File: config.mk
export PLATFORM = sky130hd
export DESIGN_NAME = bin_add_kx2_acc
export DESIGN_NICKNAME = d
export VERILOG_FILES = /design/src/rtl/bin_add_kx2_acc.sv
export SDC_FILE = /design/constraint.sdc
export NUM_CORES = 1
export LEC_CHECK = 0
export CORE_ASPECT_RATIO = 1.25
export CORE_MARGIN = 3
export CORE_UTILIZATION = 40
export CTS_CLUSTER_DIAMETER = 150
export DETAILED_ROUTE_END_ITERATION = 8
export DONT_BUFFER_PORTS = 1
export PLACE_DENSITY = 0.61
export SETUP_SLACK_MARGIN = 0.15
export SLEW_MARGIN = 10
export SYNTH_ARGS = -nofsm -noshare
export SYNTH_HDL_FRONTEND = slang
export SYNTH_SLANG_ARGS = --single-unit
File: constraint.sdc
create_clock -name clk -period 3.4 [get_ports clk]
set_input_delay 0.51 -clock clk [delete_from_list [all_inputs] [get_ports clk]]
set_output_delay 0.51 -clock clk [all_outputs]
set_load 0.005 [all_outputs]
File: src/rtl/bin_add_kx2_acc.sv
// bin_add_kx2_acc: NUM_OPS gated operands plus an LSB carry summed through a pipelined adder tree, with accumulate mode and a sticky overflow flag.
// Optional macro BIN_ADD_SATURATE_EN: accumulation saturates at all-ones instead of wrapping modulo 2^ACC_WIDTH.
module bin_add_kx2_acc #(
  parameter int OP_WIDTH    = 16,
  parameter int NUM_OPS     = 4,
  parameter int CARRY_WIDTH = 1,
  parameter int ACC_WIDTH   = 24
) (
  input  logic                            clk,
  input  logic                            reset,
  input  logic                            in_valid,
  input  logic [CARRY_WIDTH-1:0]          in_carry,
  input  logic [NUM_OPS*OP_WIDTH-1:0]     in_ops,
  input  logic [NUM_OPS-1:0]              op_enable,
  input  logic                            acc_mode,
  input  logic                            acc_clear,
  output logic                            out_valid,
  output logic [OP_WIDTH-1:0]             low_sum,
  output logic [ACC_WIDTH-OP_WIDTH-1:0]   hi_sum,
  output logic                            overflow
);

  localparam int NUM_PAIRS = (NUM_OPS + 1) / 2;
  localparam int PAIR_W    = OP_WIDTH + 1;

  generate
    if (NUM_OPS < 2 || NUM_OPS > 16) begin : g_bad_num_ops
      $error("bin_add_kx2_acc: NUM_OPS must be in 2..16");
    end
    if (ACC_WIDTH < OP_WIDTH + $clog2(NUM_OPS) + 1) begin : g_bad_acc_width
      $error("bin_add_kx2_acc: ACC_WIDTH must be >= OP_WIDTH+clog2(NUM_OPS)+1");
    end
  endgenerate

  // S1: operand gating and sideband capture
  logic [NUM_OPS-1:0][OP_WIDTH-1:0] ops_masked;
  logic [NUM_OPS-1:0][OP_WIDTH-1:0] s1_ops_q;
  logic [CARRY_WIDTH-1:0]           s1_carry_q;
  logic                             s1_valid_q, s1_mode_q, s1_clear_q;

  genvar gi;
  generate
    for (gi = 0; gi < NUM_OPS; gi++) begin : g_mask
      assign ops_masked[gi] = op_enable[gi] ? in_ops[gi*OP_WIDTH +: OP_WIDTH] : '0;
    end
  endgenerate

  always_ff @(posedge clk) begin
    if (reset) begin
      s1_ops_q   <= '0;
      s1_carry_q <= '0;
      s1_valid_q <= 1'b0;
      s1_mode_q  <= 1'b0;
      s1_clear_q <= 1'b0;
    end else begin
      s1_ops_q   <= ops_masked;
      s1_carry_q <= in_carry;
      s1_valid_q <= in_valid;
      s1_mode_q  <= acc_mode;
      s1_clear_q <= acc_clear;
    end
  end

  // First tree level: pairwise sums registered so the final add stays short for wide NUM_OPS
  logic [NUM_PAIRS-1:0][PAIR_W-1:0] pair_d;
  logic [NUM_PAIRS-1:0][PAIR_W-1:0] s2p_pair_q;
  logic [CARRY_WIDTH-1:0]           s2p_carry_q;
  logic                             s2p_valid_q, s2p_mode_q, s2p_clear_q;

  generate
    for (gi = 0; gi < NUM_PAIRS; gi++) begin : g_pair
      if (2*gi + 1 < NUM_OPS) begin : g_two
        assign pair_d[gi] = {1'b0, s1_ops_q[2*gi]} + {1'b0, s1_ops_q[2*gi+1]};
      end else begin : g_one
        assign pair_d[gi] = {1'b0, s1_ops_q[2*gi]};
      end
    end
  endgenerate

  always_ff @(posedge clk) begin
    if (reset) begin
      s2p_pair_q  <= '0;
      s2p_carry_q <= '0;
      s2p_valid_q <= 1'b0;
      s2p_mode_q  <= 1'b0;
      s2p_clear_q <= 1'b0;
    end else begin
      s2p_pair_q  <= pair_d;
      s2p_carry_q <= s1_carry_q;
      s2p_valid_q <= s1_valid_q;
      s2p_mode_q  <= s1_mode_q;
      s2p_clear_q <= s1_clear_q;
    end
  end

  // S2: full-width tree sum; width rule guarantees no carry-out here
  logic [ACC_WIDTH-1:0] sum_d;
  logic [ACC_WIDTH-1:0] s2_sum_q;
  logic                 s2_valid_q, s2_mode_q, s2_clear_q;

  always_comb begin
    sum_d = ACC_WIDTH'(s2p_carry_q);
    for (int k = 0; k < NUM_PAIRS; k++) begin
      sum_d = sum_d + ACC_WIDTH'(s2p_pair_q[k]);
    end
  end

  always_ff @(posedge clk) begin
    if (reset) begin
      s2_sum_q   <= '0;
      s2_valid_q <= 1'b0;
      s2_mode_q  <= 1'b0;
      s2_clear_q <= 1'b0;
    end else begin
      s2_sum_q   <= sum_d;
      s2_valid_q <= s2p_valid_q;
      s2_mode_q  <= s2p_mode_q;
      s2_clear_q <= s2p_clear_q;
    end
  end

  // S3: accumulator, sticky overflow and held result
  logic [ACC_WIDTH-1:0] acc_q, acc_d;
  logic [ACC_WIDTH-1:0] res_q, res_d;
  logic [ACC_WIDTH-1:0] acc_base;
  logic [ACC_WIDTH:0]   acc_ext;
  logic                 overflow_q, overflow_d;
  logic                 out_valid_q;

  always_comb begin
    acc_base   = s2_clear_q ? '0 : acc_q;
    acc_ext    = {1'b0, acc_base} + {1'b0, s2_sum_q};
    acc_d      = acc_q;
    overflow_d = overflow_q;
    res_d      = res_q;
    // A clear applies even on bubbles; the beat's own carry-out may re-set overflow below
    if (s2_clear_q) begin
      acc_d      = '0;
      overflow_d = 1'b0;
    end
    if (s2_valid_q) begin
      if (s2_mode_q) begin
`ifdef BIN_ADD_SATURATE_EN
        acc_d = acc_ext[ACC_WIDTH] ? '1 : acc_ext[ACC_WIDTH-1:0];
`else
        acc_d = acc_ext[ACC_WIDTH-1:0];
`endif
        overflow_d = overflow_d | acc_ext[ACC_WIDTH];
        res_d      = acc_d;
      end else begin
        res_d = s2_sum_q;
      end
    end
  end

  always_ff @(posedge clk) begin
    if (reset) begin
      acc_q       <= '0;
      res_q       <= '0;
      overflow_q  <= 1'b0;
      out_valid_q <= 1'b0;
    end else begin
      acc_q       <= acc_d;
      res_q       <= res_d;
      overflow_q  <= overflow_d;
      out_valid_q <= s2_valid_q;
    end
  end

  assign out_valid = out_valid_q;
  assign low_sum   = res_q[OP_WIDTH-1:0];
  assign hi_sum    = res_q[ACC_WIDTH-1:OP_WIDTH];
  assign overflow  = overflow_q;

endmodule

==> flow_results.xml <==
<?xml version="1.0" encoding="UTF-8"?>
<metrics>
  <group name="run_status">
    <metric name="run_status" unit="">completed</metric>
  </group>
  <group name="grt">
    <metric name="grt_antenna_before_repair" unit="">0</metric>
    <metric name="gr-usage-all-layers" unit="%">15.97</metric>
    <metric name="gr-total-overflow" unit="">0</metric>
    <metric name="grt_pass1_vias" unit="">5907</metric>
    <metric name="pin_count_of_the_biggest_net_entering_global_routing" unit="">105</metric>
    <metric name="wire_length_of_the_first_global_routing_pass" unit="mm">29.15</metric>
  </group>
  <group name="power">
    <metric name="power.density_cell_area" unit="nW/um^2">481.4</metric>
    <metric name="vdd_drop_max" unit="uV">323.2</metric>
    <metric name="power_leakage" unit="nW">3.926</metric>
    <metric name="total_power" unit="mW">4.454</metric>
  </group>
  <group name="yosys">
    <metric name="mappedNetlistArea" unit="sq um">8354</metric>
    <metric name="ys.flop_type" unit="">sky130_fd_sc_hd__dfxtp_1</metric>
    <metric name="synthMostInstantiatedCell" unit="">sky130_fd_sc_hd__dfxtp_1</metric>
    <metric name="yosys_warnings" unit="">0</metric>
    <metric name="ff_latch_count_synth" unit="">177</metric>
    <metric name="synth-simple-area-share" unit="%">19.77</metric>
    <metric name="synth.largest_area_cell" unit="">sky130_fd_sc_hd__dfxtp_1</metric>
    <metric name="dominant_combinational_cell_family_by_area_after_synthesis" unit="">simple AND/OR/NAND/NOR gates</metric>
    <metric name="synth_fa_ha_area_share" unit="%">11.08</metric>
    <metric name="synth_cells" unit="">905</metric>
    <metric name="multiplexer_fraction_of_the_synthesized_cell_area" unit="%">1.153</metric>
    <metric name="async_flop_share" unit="%">0</metric>
    <metric name="most_common_library_cells_after_synthesis" unit="">sky130_fd_sc_hd__dfxtp_1 (177), sky130_fd_sc_hd__nor2_1 (85), sky130_fd_sc_hd__and2_1 (68)</metric>
    <metric name="synth_area_leaders" unit="">sky130_fd_sc_hd__dfxtp_1 (42%), sky130_fd_sc_hd__ha_1 (9.9%), sky130_fd_sc_hd__and2_1 (5.1%)</metric>
    <metric name="complex_gate_fraction_of_the_synthesized_area" unit="%">17.58</metric>
    <metric name="synthDominantCellAreaShare" unit="%">42.41</metric>
    <metric name="synthesized_area_fraction_occupied_by_xor_and_xnor_cells" unit="%">5.556</metric>
    <metric name="number_of_flops_mapped_to_enable_cells_by_yosys" unit="">0</metric>
    <metric name="syn-num-nets" unit="">1050</metric>
    <metric name="ys_seq_area_share" unit="%">42.41</metric>
    <metric name="post_synth_num_cell_types" unit="">59</metric>
    <metric name="avgSynthCellArea" unit="sq um">9.231</metric>
  </group>
  <group name="layout">
    <metric name="inserted_diodes" unit="">0</metric>
    <metric name="area_used_by_multi_input_combinational_logic" unit="sq um">4607</metric>
    <metric name="synthToLayoutAreaGrowth" unit="%">10.75</metric>
    <metric name="fill_cells" unit="">2031</metric>
    <metric name="fin_cells" unit="">1187</metric>
    <metric name="final_layout_size_suffix_gt1_share" unit="%">6.761</metric>
    <metric name="num-nets-final" unit="">1049</metric>
    <metric name="final-seq-area" unit="sq um">3547</metric>
  </group>
  <group name="floorplan">
    <metric name="initial_utilization" unit="%">41.11</metric>
    <metric name="die_w" unit="um">135.3</metric>
    <metric name="rows" unit="">58</metric>
    <metric name="design.core.area" unit="sq um">20320</metric>
    <metric name="ioPinCount" unit="">100</metric>
    <metric name="die_h" unit="um">167.6</metric>
    <metric name="die_area" unit="sq um">22670</metric>
  </group>
  <group name="placement">
    <metric name="place_ws" unit="ps">174.0</metric>
    <metric name="number_of_buffers_inserted_by_port_buffering" unit="">0</metric>
    <metric name="place_inst" unit="">1155</metric>
    <metric name="hpwlAfterDp" unit="mm">13.42</metric>
    <metric name="place_congestion" unit="">0.8757</metric>
  </group>
  <group name="clock_network">
    <metric name="cts-hold-fix-buffers" unit="">0</metric>
    <metric name="root_buffer" unit="">sky130_fd_sc_hd__clkbuf_16</metric>
    <metric name="max-clock-path-buffers" unit="">2</metric>
    <metric name="numClockSinks" unit="">177</metric>
    <metric name="clk_transition_reported_paths" unit="ps">70</metric>
    <metric name="htreeDepth" unit="">4</metric>
    <metric name="numCtsBuffers" unit="">17</metric>
    <metric name="tritoncts_clock_tree" unit="">built</metric>
    <metric name="worstSkewPairLatency" unit="ps">420</metric>
  </group>
  <group name="detailed_routing">
    <metric name="avgRoutedWirePerCell" unit="um">14.87</metric>
    <metric name="detailedRoute.firstPassIterationCount" unit="">4</metric>
    <metric name="routed_wirelength" unit="mm">17.65</metric>
    <metric name="post-route-drc-count" unit="">0</metric>
    <metric name="detail_route.vias_per_cell" unit="">5.117</metric>
    <metric name="number_of_vias_after_detailed_routing" unit="">6074</metric>
    <metric name="postRouteAntennaNets" unit="">0</metric>
    <metric name="drt_iter0_markers" unit="">290</metric>
  </group>
  <group name="timing">
    <metric name="achievable-frequency" unit="GHz">0.3426</metric>
    <metric name="tightestPinTransition" unit="ps">859.5</metric>
    <metric name="timing.slew.headroom" unit="%">42.58</metric>
    <metric name="timing_max_transition_violations_final" unit="">0</metric>
    <metric name="setup_viol" unit="">0</metric>
    <metric name="setup_tns" unit="ps">0</metric>
    <metric name="grt_setup_unrepaired" unit="">no</metric>
    <metric name="final.setup.worst_slack" unit="ps">481.1</metric>
    <metric name="final.min_clock_period" unit="ps">2919</metric>
    <metric name="clock-skew-final" unit="ps">7.655</metric>
    <metric name="final.period_utilization" unit="%">85.85</metric>
    <metric name="final.hold.worst_slack" unit="ps">154.1</metric>
    <metric name="timing_hold_violations_final" unit="">0</metric>
  </group>
  <group name="critical_path">
    <metric name="criticalPathCategory" unit="">flip-flop to flip-flop</metric>
    <metric name="cp_capture_type" unit="">flip-flop</metric>
    <metric name="r2r_setup_slack" unit="ps">480</metric>
    <metric name="critical_path.startpoint_type" unit="">flip-flop</metric>
    <metric name="worst-r2r-cell-count" unit="">11</metric>
    <metric name="timing.critical_path.required" unit="ps">3750</metric>
    <metric name="worst_path_most_repeated_cell" unit="">sky130_fd_sc_hd__buf_4</metric>
    <metric name="path_max_fanout" unit="">14</metric>
    <metric name="worstPathCellList" unit="">buf_4 &gt; nor2b_1 &gt; ha_1 &gt; nand2_1 &gt; o21ai_0 &gt; a41oi_1 &gt; nor2_1 &gt; a41oi_4 &gt; buf_4 &gt; or4_2 &gt; a21oi_1</metric>
    <metric name="critPathMaxStageDelay" unit="ps">630</metric>
    <metric name="critPathSlowestCell" unit="">sky130_fd_sc_hd__or4_2</metric>
    <metric name="cp_data_arrival_time" unit="ps">3270</metric>
  </group>
  <group name="job">
    <metric name="maxCapViolations" unit="">0</metric>
  </group>
  <group name="worst_hold_path">
    <metric name="worst_hold_path_type" unit="">input pin to flip-flop</metric>
    <metric name="whs_path_depth" unit="">1</metric>
  </group>
</metrics>
-- worst max-delay path: cells and delay by family (launching register included) --
kind | cells | cell delay (ps)
flip-flops | 1 | 460
adder cells (fa/ha/maj) | 1 | 390
AND/OR/NAND/NOR | 4 | 1010
buffers and inverters | 2 | 390
AO/OA/AOI/OAI | 4 | 600
-- per-stage QoR --
| stage | util (%) | cell area [sq um] |
|---|---|---|
| after floorplan | - | 8354 |
| after global placement | 42.55 | 8646 |
| after detailed placement | 42.55 | 8646 |
| after CTS | 45.52 | 9249 |
| after global routing | 45.54 | 9253 |
| final | 45.54 | 9253 |
-- path summary, 6_finish.rpt --
check	from	endpoint
worst min register to register	s2p_mode_q	s2_mode_q
worst min-delay path	reset	s1_carry_q
worst max register to register	s2_clear_q	acc_q[23]
worst max-delay path	s2_clear_q	acc_q[23]
-- timing repair --
item                       4_1_cts  5_1_grt
setup endpoints to repair        0        9
buffers inserted                 0        0
resized for setup                0        2
-- placed cells by master, fill, tap and decap left out, types with 5 or more instances in the layout --
| cell | synthesis | final |
|---|---|---|
| sky130_fd_sc_hd__a211oi_1 | 18 | 18 |
| sky130_fd_sc_hd__a21boi_0 | 5 | 5 |
| sky130_fd_sc_hd__a21o_1 | 20 | 20 |
| sky130_fd_sc_hd__a21oi_1 | 60 | 60 |
| sky130_fd_sc_hd__a22o_1 | 8 | 8 |
| sky130_fd_sc_hd__a31o_2 | 6 | 6 |
| sky130_fd_sc_hd__a31oi_1 | 8 | 8 |
| sky130_fd_sc_hd__and2_1 | 68 | 68 |
| sky130_fd_sc_hd__buf_4 | 0 | 8 |
| sky130_fd_sc_hd__clkbuf_16 | 0 | 17 |
| sky130_fd_sc_hd__dfxtp_1 | 177 | 176 |
| sky130_fd_sc_hd__fa_1 | 5 | 5 |
| sky130_fd_sc_hd__ha_1 | 66 | 66 |
| sky130_fd_sc_hd__inv_1 | 26 | 26 |
| sky130_fd_sc_hd__mux2_2 | 5 | 5 |
| sky130_fd_sc_hd__nand2_1 | 53 | 53 |
| sky130_fd_sc_hd__nand2b_1 | 10 | 10 |
| sky130_fd_sc_hd__nand3_1 | 8 | 8 |
| sky130_fd_sc_hd__nand4_1 | 8 | 8 |
| sky130_fd_sc_hd__nor2_1 | 85 | 85 |
| sky130_fd_sc_hd__nor2b_1 | 56 | 56 |
| sky130_fd_sc_hd__nor3_1 | 13 | 13 |
| sky130_fd_sc_hd__o211ai_1 | 7 | 7 |
| sky130_fd_sc_hd__o21a_1 | 6 | 6 |
| sky130_fd_sc_hd__o21ai_0 | 41 | 41 |
| sky130_fd_sc_hd__or3_1 | 5 | 5 |
| sky130_fd_sc_hd__xnor2_1 | 26 | 26 |
| sky130_fd_sc_hd__xor2_1 | 27 | 27 |
-- area by class of cell --
type,instances,area share [%]
tap,270,3.651
sequential,177,38.34
timing repair buffer,8,0.6491
clock inverter,13,1.623
clock buffer,19,4.895
multi-input combinational,674,49.79
inverter,26,1.055
-- logic make-up (layout without fill, tap and decap cells) --
family                   count (synthesis)  in the layout
AND/OR/NAND/NOR                        321            321
AO/OA/AOI/OAI                          220            220
flip-flops                             177            177
adder cells (fa/ha/maj)                 71             71
buffers and inverters                   54             66
XOR/XNOR                                53             53
multiplexers                             9              9
-- where the power goes --
part	internal, mW	switching (mW)
combinational	0.131	0.166
sequential	2.15	0.0420
clock	1.14	0.829
total	3.42	1.04
-- sequential cells by signal (all words and copies together) (netlist names) --
register	cells
s1_clear_q	1
s1_ops_q	64
s1_valid_q	1
s2_valid_q	1
res_q	24
s2p_carry_q	1
overflow	1
out_valid	1
s2p_clear_q	1
acc_q	24
s2p_pair_q	34
s2p_valid_q	1
s2_clear_q	1
s1_carry_q	1
s2p_mode_q	1
s1_mode_q	1
s2_sum_q	18
s2_mode_q	1
-- per-layer routing --
metal	up-vias	wire (um)	GRT usage (%)
met4	0	244	4.691
met3	20	693	3.305
met1	2786	7448	18.96
met2	109	9268	28.77
met5	-	0	0
li1	3159	-	-
Note: power is estimated with default switching activity, not from simulation.
